`src/rtl/countdown_timer_ms.sv`:
```
// rtl/countdown_timer_ms.sv - minutes:seconds countdown timer with load/start/pause/clear control
//
// Counts a loaded mm:ss value down to 00:00, one step every TICK_DIV clocks,
// and raises a one-cycle done pulse on the edge the count reaches zero.
//
// Ports:
//   clk        clock, all state updates on posedge
//   rst        synchronous active-high reset
//   load       load load_mins/load_secs (ignored while running)
//   load_mins  start minutes, clamped to FN
//   load_secs  start seconds, clamped to FN
//   start      IDLE/PAUSE/DONE -> RUN (or straight to DONE when time is 00:00)
//   pause      RUN -> PAUSE, time and prescaler frozen
//   clear      abort: time <- 00:00, state <- IDLE
//   mins       current minutes (registered)
//   secs       current seconds (registered)
//   running    high while counting
//   expired    high while in DONE
//   done       one-cycle pulse when the count reaches 00:00
module countdown_timer_ms #(
  parameter int FN       = 59,
  parameter int TICK_DIV = 4
) (
  input  logic       clk,
  input  logic       rst,
  input  logic       load,
  input  logic [5:0] load_mins,
  input  logic [5:0] load_secs,
  input  logic       start,
  input  logic       pause,
  input  logic       clear,
  output logic [5:0] mins,
  output logic [5:0] secs,
  output logic       running,
  output logic       expired,
  output logic       done
);

  // A one-bit prescaler is kept even for TICK_DIV=1, where it simply stays 0.
  localparam int              PW    = (TICK_DIV > 1) ? $clog2(TICK_DIV) : 1;
  localparam logic [5:0]      FMAX  = 6'(FN);
  localparam logic [PW-1:0]   PLAST = PW'(TICK_DIV - 1);
  localparam logic [PW-1:0]   PONE  = PW'(1);

  typedef enum logic [1:0] {
    S_IDLE  = 2'd0,
    S_RUN   = 2'd1,
    S_PAUSE = 2'd2,
    S_DONE  = 2'd3
  } state_t;

  state_t        state, state_n;
  logic [5:0]    mins_n, secs_n;
  logic [PW-1:0] pre, pre_n;
  logic          done_n;

  logic [5:0]    lmins_c, lsecs_c;
  logic [5:0]    dec_mins, dec_secs;
  logic          time_zero;
  logic          dec_zero;
  logic          tick;

  // Each loaded field is clamped on its own.
  assign lmins_c = (load_mins > FMAX) ? FMAX : load_mins;
  assign lsecs_c = (load_secs > FMAX) ? FMAX : load_secs;

  assign time_zero = (mins == 6'd0) && (secs == 6'd0);
  assign tick      = (pre == PLAST);

  // One-step decrement with seconds-to-minutes borrow.
  always_comb begin
    dec_mins = mins;
    dec_secs = secs;
    if (secs != 6'd0) begin
      dec_secs = secs - 6'd1;
    end else if (mins != 6'd0) begin
      dec_secs = FMAX;
      dec_mins = mins - 6'd1;
    end
  end

  assign dec_zero = (dec_mins == 6'd0) && (dec_secs == 6'd0);

  always_ff @(posedge clk) begin
    if (rst) begin
      state   <= S_IDLE;
      mins    <= 6'd0;
      secs    <= 6'd0;
      pre     <= '0;
      done    <= 1'b0;
      running <= 1'b0;
      expired <= 1'b0;
    end else begin
      state   <= state_n;
      mins    <= mins_n;
      secs    <= secs_n;
      pre     <= pre_n;
      done    <= done_n;
      running <= (state_n == S_RUN);
      expired <= (state_n == S_DONE);
    end
  end

  always_comb begin
    state_n = state;
    mins_n  = mins;
    secs_n  = secs;
    pre_n   = pre;
    done_n  = 1'b0;

    if (clear) begin
      state_n = S_IDLE;
      mins_n  = 6'd0;
      secs_n  = 6'd0;
      pre_n   = '0;
    end else begin
      case (state)
        S_RUN: begin
          // load and start have no effect while counting; pause freezes the
          // prescaler at its current value so a resume picks up mid-second.
          if (pause) begin
            state_n = S_PAUSE;
          end else if (tick) begin
            pre_n  = '0;
            mins_n = dec_mins;
            secs_n = dec_secs;
            if (dec_zero) begin
              state_n = S_DONE;
              done_n  = 1'b1;
            end
          end else begin
            pre_n = pre + PONE;
          end
        end

        default: begin
          if (load) begin
            mins_n = lmins_c;
            secs_n = lsecs_c;
            if (state == S_DONE) begin
              state_n = S_IDLE;
            end
          end else if (start) begin
            if (time_zero) begin
              // Nothing to count: expire immediately. A start while already
              // expired leaves DONE as it is and does not pulse again.
              state_n = S_DONE;
              done_n  = (state != S_DONE);
            end else begin
              state_n = S_RUN;
              if (state != S_PAUSE) begin
                pre_n = '0;
              end
            end
          end
        end
      endcase
    end
  end

endmodule

```
`config.mk`:
```
export PLATFORM = sky130hd
export DESIGN_NAME = countdown_timer_ms
export DESIGN_NICKNAME = d
export VERILOG_FILES = /design/src/rtl/countdown_timer_ms.sv
export SDC_FILE = /design/constraint.sdc
export NUM_CORES = 1
export LEC_CHECK = 0
export CAP_MARGIN = 10
export CORE_ASPECT_RATIO = 2
export CORE_MARGIN = 8
export CORE_UTILIZATION = 37
export DETAILED_ROUTE_END_ITERATION = 8
export GPL_TIMING_DRIVEN = 0
export PLACE_DENSITY = 0.62
export SETUP_SLACK_MARGIN = 0.05
export SLEW_MARGIN = 25
export SYNTH_ARGS = -nofsm -noshare
export SYNTH_HDL_FRONTEND = slang
export SYNTH_SLANG_ARGS = --single-unit
```
`constraint.sdc`:
```
create_clock -name clk -period 5.8 [get_ports clk]
set_clock_uncertainty 0.1 [all_clocks]
set_input_delay 1.16 -clock clk [delete_from_list [all_inputs] [get_ports clk]]
set_output_delay 1.16 -clock clk [all_outputs]
set_load 0.02 [all_outputs]
```
==> results of run 1 <==
placed cells by master (no fill, tap or decap), types with 2 or more instances in the layout:
cell | netlist | final
clkdlybuf4s50_1 | 0 | 32
dfxtp_1 | 19 | 19
nor2_1 | 14 | 14
a21oi_1 | 14 | 14
o21ai_0 | 13 | 13
nand2_1 | 10 | 10
clkbuf_1 | 7 | 8
nand3_1 | 7 | 7
inv_1 | 5 | 5
nand4_1 | 5 | 5
nand2b_1 | 5 | 5
nor3_1 | 5 | 5
a31oi_1 | 5 | 5
mux2i_1 | 3 | 3
o211ai_1 | 3 | 3
ha_1 | 3 | 3
clkbuf_8 | 0 | 3
nor3b_1 | 2 | 2
buf_2 | 2 | 2
a21o_1 | 2 | 2
o221ai_1 | 2 | 2
nor2b_1 | 2 | 2
or4b_1 | 2 | 2
a211o_1 | 2 | 2
a221oi_1 | 2 | 2
or3b_2 | 2 | 2
o2111ai_1 | 2 | 2
or4_1 | 2 | 2
o311ai_0 | 2 | 2
cells by family (layout without fill, tap and decap cells):
group           after synthesis  count (layout)  synth area share [%]
simple gates                 65              65                  28.8
fa+ha+maj                     3               3                  2.77
buf+inv                      16              52                  5.18
compound gates               62              62                  32.1
flops                        19              19                  28.1
mux                           4               4                  3.05
metal layers:
layer,wire length [um],track usage [%]
met2,2520,29.4
met5,0,0
met4,120,6.49
met3,157,2.54
met1,1690,13.8
power by group:
part | internal [mW] | switching, mW
registers | 0.135 | 0.00628
clock network | 0.0490 | 0.0468
logic | 0.0474 | 0.0586
worst max path at each step:
stage / to / slack (ns) / depth (start not counted)
floorplan: mins[1] / 3.33 / 4
global placement: mins[1] / 2.54 / 5
detailed placement: mins[1] / 2.53 / 5
CTS: mins[1] / 2.79 / 5
global route: mins[3] / 2.63 / 6
finish: mins[1] / 2.77 / 5
critical path, delay by kind of cell:
| family | cells | cell delay (ns) |
|---|---|---|
| and+or+nand+nor | 1 | 0.56 |
| AOI/OAI and AO/OA | 2 | 0.57 |
| buffers and inverters | 2 | 0.79 |
registers in the layout, indices dropped and copies added (netlist names):
name	cells
running	1
expired	1
pre	2
mins	6
state	2
secs	6
done	1
layout make-up:
cell class	instances	area, um^2	area share [%]
flip-flops and latches	19	380	21.4
multi-input cells	134	903	50.7
inverters	6	22.5	1.26
well taps	49	61.3	3.44
plain buffers	10	47.5	2.67
clock buffers	4	45.0	2.53
repair buffers	32	320	18.0
per-stage QoR:
step	power (mW)	cells	cell area (um^2)	hold WS, ns	worst slack [ns]
global route	0.357	254	1780	0.432	2.63
finish	0.343	254	1780	0.405	2.77
global placement	0.247	250	1740	0.381	2.54
floorplan	0.209	169	1350	0.361	3.33
detailed placement	0.249	250	1740	0.389	2.53
CTS	0.341	254	1780	0.401	2.79
==> flow_summary.toml, run 1 <==
[timing]
post-route-period-util_pct = 52.2
finalSetupTns_ns = 0
maxSlewHeadroom_pct = 53.5
finalHoldViolCount = 0
worst_pin_slew_ns = 0.696
setup_violations = 0
drv_slew = 0
period_needed_ns = 3.03
fmax_mhz = 330
rsz0062_at_grt = "false"

[die]
dieArea_um2 = 5970
die_h_um = 102
start_util_pct = 37.9
chipWidth_um = 58.8
rows = 31
io_pins = 33
core_um2 = 3570

[global_routing]
antenna_found_initial = 0
grt_pass1_wl_um = 7060
track_usage_pct = 14.8
grt_max_degree = 11
grt_pass1_vias = 1531
grt_overflow = 0

[cells_and_area]
fin_util_pct = 49.9
drive_gt1_share_pct = 8.29
antenna_cells = 0
nets = 227
area_growth_pct = 31.5
fillers = 382

[placed_design]
port_buffers = 32
dp_hpwl_um = 3520
gp_congestion = 0.897

[cts]
clk_latency_ns = 0.26
cts_buffer_depth = 2
clockRootBuffer = "clkbuf_8"
cts_htree_levels = 1
cts_resized = 0
path_clk_slew_ns = 0.08
clock_sinks = 19
cts_buffers = 3
cts_hold_buf = 0
cts_setup_buffers = 0
cts_tree = "built"

[critical_path]
rr_startpoint = "secs[0]"
reg2reg_depth = 8
crit_start = "pause"
cp.required_ns = 5.85
crit_arrival_ns = 3.08
critPathMaxStageDelay_ns = 0.56
r2r-end = "running"
r2r_setup_slack_ns = 3.19
critical_path_class = "input port to register"
path_max_fanout = 10
cp_slowest_cell = "nor4bb_1"
end_kind = "register"
path_cells = "clkdlybuf4s50_1, nor4bb_1, a21oi_1, clkbuf_1, a32o_1"
start_kind = "input port"

[power_and_ir_drop]
p_leak_nw = 0.630
power_density_nw_per_um2 = 193
ir_drop_v = 0.000159

[logic_synthesis]
synth_async_sr_flop_share_pct = 0
synth_cell_types = 54
yosysTopAreaCell = "dfxtp_1"
yosys-top-cells-count = "19 x dfxtp_1, 14 x a21oi_1, 14 x nor2_1"
synth.ff_latch_count = 19
yosysWarnings = 0
synthTopCellsByArea = "dfxtp_1 28%, a21oi_1 5.2%, o21ai_0 4.8%, nor2_1 3.9%, ha_1 2.8%"
synth.avg_cell_area_um2 = 8.01
synth_top_area_share_pct = 28.1
synthFlopType = "dfxtp_1"
synth_nets = 190
synth_cells = 169
synth_edf_count = 0
synth.most_common_cell = "dfxtp_1"
yosysSeqAreaShare_pct = 28.1
netlist_area_um2 = 1350

[worst_hold_path]
whs_endpoint = "pre[1]"
min_path_cells = 2
hold_path.class = "register to register"
hold_start = "pre[1]"

[routing]
ant_nets = 0
first_pass_iters = 4
drt_iter0_drc = 44
routed_wl_um = 4490
wl_per_cell_um = 17.7
drc = 0
via_count = 1533
viasPerCell = 6.04

[run]
max-cap-violations = 0

[status]
status = "completed"
(Power assumes the default switching activity.)
==> run 2: changes to the inputs <==
==> constraint.sdc (replaced) <==
create_clock -name clk -period 3 [get_ports clk]
set_clock_uncertainty 0.1 [all_clocks]
set_input_delay 0.6 -clock clk [delete_from_list [all_inputs] [get_ports clk]]
set_output_delay 0.6 -clock clk [all_outputs]
set_load 0.02 [all_outputs]
==> run 2 against run 1 <==
  * Flip-flop and latch count stayed put
  * Cell count unchanged
  * Worst setup slack worse by 2.4 ns
  * Clock-buffer cell count is the same
  * Critical path depth grew 3
  * Clock power grew 91%
  * Die area is the same
  * Global-route usage increased by 0.075 points
  * Routed wire length shrank 0.36%
  * Largest power group unchanged
==> flow_summary.toml, run 2 (synthesis gave the netlist of run 1 again) <==
[cts]
cts_tree = "built"
cts_hold_buf = 0
clock_sinks = 19
path_clk_slew_ns = 0.07
clockRootBuffer = "clkbuf_8"
cts_buffers = 3
cts_htree_levels = 1
cts_buffer_depth = 2
cts_setup_buffers = 0
cts_resized = 0
clk_latency_ns = 0.26

[cells_and_area]
antenna_cells = 0
biggestRegsByFlops = "mins x6, secs x6"
fillers = 382
final_cell_mix = "32 x clkdlybuf4s50_1, 19 x dfxtp_1, 14 x nor2_1, 14 x a21oi_1, 13 x o21ai_0"
nets = 227
final_common_cell = "clkdlybuf4s50_1"
area_growth_pct = 31.5
design_area_um2 = 1780
drive_gt1_share_pct = 8.29

[power_and_ir_drop]
power.switching_uw = 213
switching_share_pct = 32.3
p_seq_share_pct = 41.3
p_int_uw = 447
comb_power_share_pct = 31.0
power_density_nw_per_um2 = 371
ir_drop_v = 0.000306
p_leak_nw = 0.630
clkPwrFrac_pct = 27.7
finalPower_uw = 660

[placed_design]
dp_slack_ns = 0.291
dp_hpwl_um = 3520
port_buffers = 32
gp_congestion = 0.897
dpl_cell_area_um2 = 1740

[routing]
via_count = 1519
drc = 0
met1_length_um = 1670
first_pass_iters = 4
routed-wl-met3_um = 163
top_layer_used = "met4"
routed_wl_um = 4470
wl_per_cell_um = 17.6
viasPerCell = 5.98
dr_wl_met2_um = 2550
drt_iter0_drc = 44
ant_nets = 0

[die]
core_um2 = 3570
dieArea_um2 = 5970
die_h_um = 102
rows = 31
chipWidth_um = 58.8
start_util_pct = 37.9
io_pins = 33

[timing]
setup_violations = 0
maxSlewHeadroom_pct = 54.2
post-route-period-util_pct = 87.0
fmax_mhz = 383
worst_pin_slew_ns = 0.686
setup_slack_ns = 0.391
whs_ns = 0.405
finalSetupTns_ns = 0
finalHoldViolCount = 0
drv_slew = 0
period_needed_ns = 2.61
rsz0062_at_grt = "false"

[global_routing]
grt_max_degree = 11
grt_overflow = 0
grt_pass1_vias = 1528
track_usage_pct = 14.9
antenna_found_initial = 0
grt_pass1_wl_um = 7090

[status]
status = "completed"

[critical_path]
critical_path_class = "register to register"
path_max_fanout = 9
path_cells = "clkbuf_1, inv_1, ha_1, or3b_2, o2111a_1, nor4_2, a21boi_2, o31a_1"
cp.required_ns = 3.05
critPathMaxStageDelay_ns = 0.46
r2r_setup_slack_ns = 0.39
end_kind = "register"
start_kind = "register"
crit_arrival_ns = 2.66
cp_slowest_cell = "or3b_2"

[worst_hold_path]
hold_path.class = "register to register"

[run]
max-cap-violations = 0
run 2: cell counts in the layout (fill, tap and decap cells not counted):
No cell type changed its count.
run 2: power groups by stage:
stage	clock network, mW	logic, mW	registers [mW]
finish	0.183	0.205	0.273
global placement	0	0.200	0.278
global route	0.194	0.221	0.274
floorplan	0	0.120	0.285
detailed placement	0	0.203	0.278
CTS	0.184	0.204	0.272
run 2: cell type report:
| class | count | area [um^2] | share of cell area (%) |
|---|---|---|---|
| clock buffer | 4 | 45.0 | 2.53 |
| multi-input combinational | 134 | 903 | 50.7 |
| sequential | 19 | 380 | 21.4 |
| inverter | 6 | 22.5 | 1.26 |
| buffer | 10 | 47.5 | 2.67 |
| tap | 49 | 61.3 | 3.44 |
| timing repair buffer | 32 | 320 | 18.0 |
run 2: final timing paths:
path	startpoint	to	cells after the start
hold reg to reg	pre[1]	pre[1]	2
setup reg to reg	secs[0]	running	8
hold / removal	pre[1]	pre[1]	2
setup / recovery	secs[0]	running	8
run 2: per-stage QoR:
stage	cells	util, %
after floorplan	169	-
after global placement	250	48.6
final	254	49.9
after global routing	254	49.9
after CTS	254	49.9
after detailed placement	250	48.6
run 2: layer usage:
layer  vias to the layer above  GRT usage [%]
met5                         -              0
li1                        733              -
met3                         7           2.29
met4                         0           6.31
met1                       743           14.1
met2                        36           29.5
run 2: critical path, delay by kind of cell (launching register included):
kind            cells  cell delay, ns
compound gates      3            0.66
fa+ha+maj           1            0.28
flops               1            0.31
buf+inv             2            0.32
simple gates        2            0.81
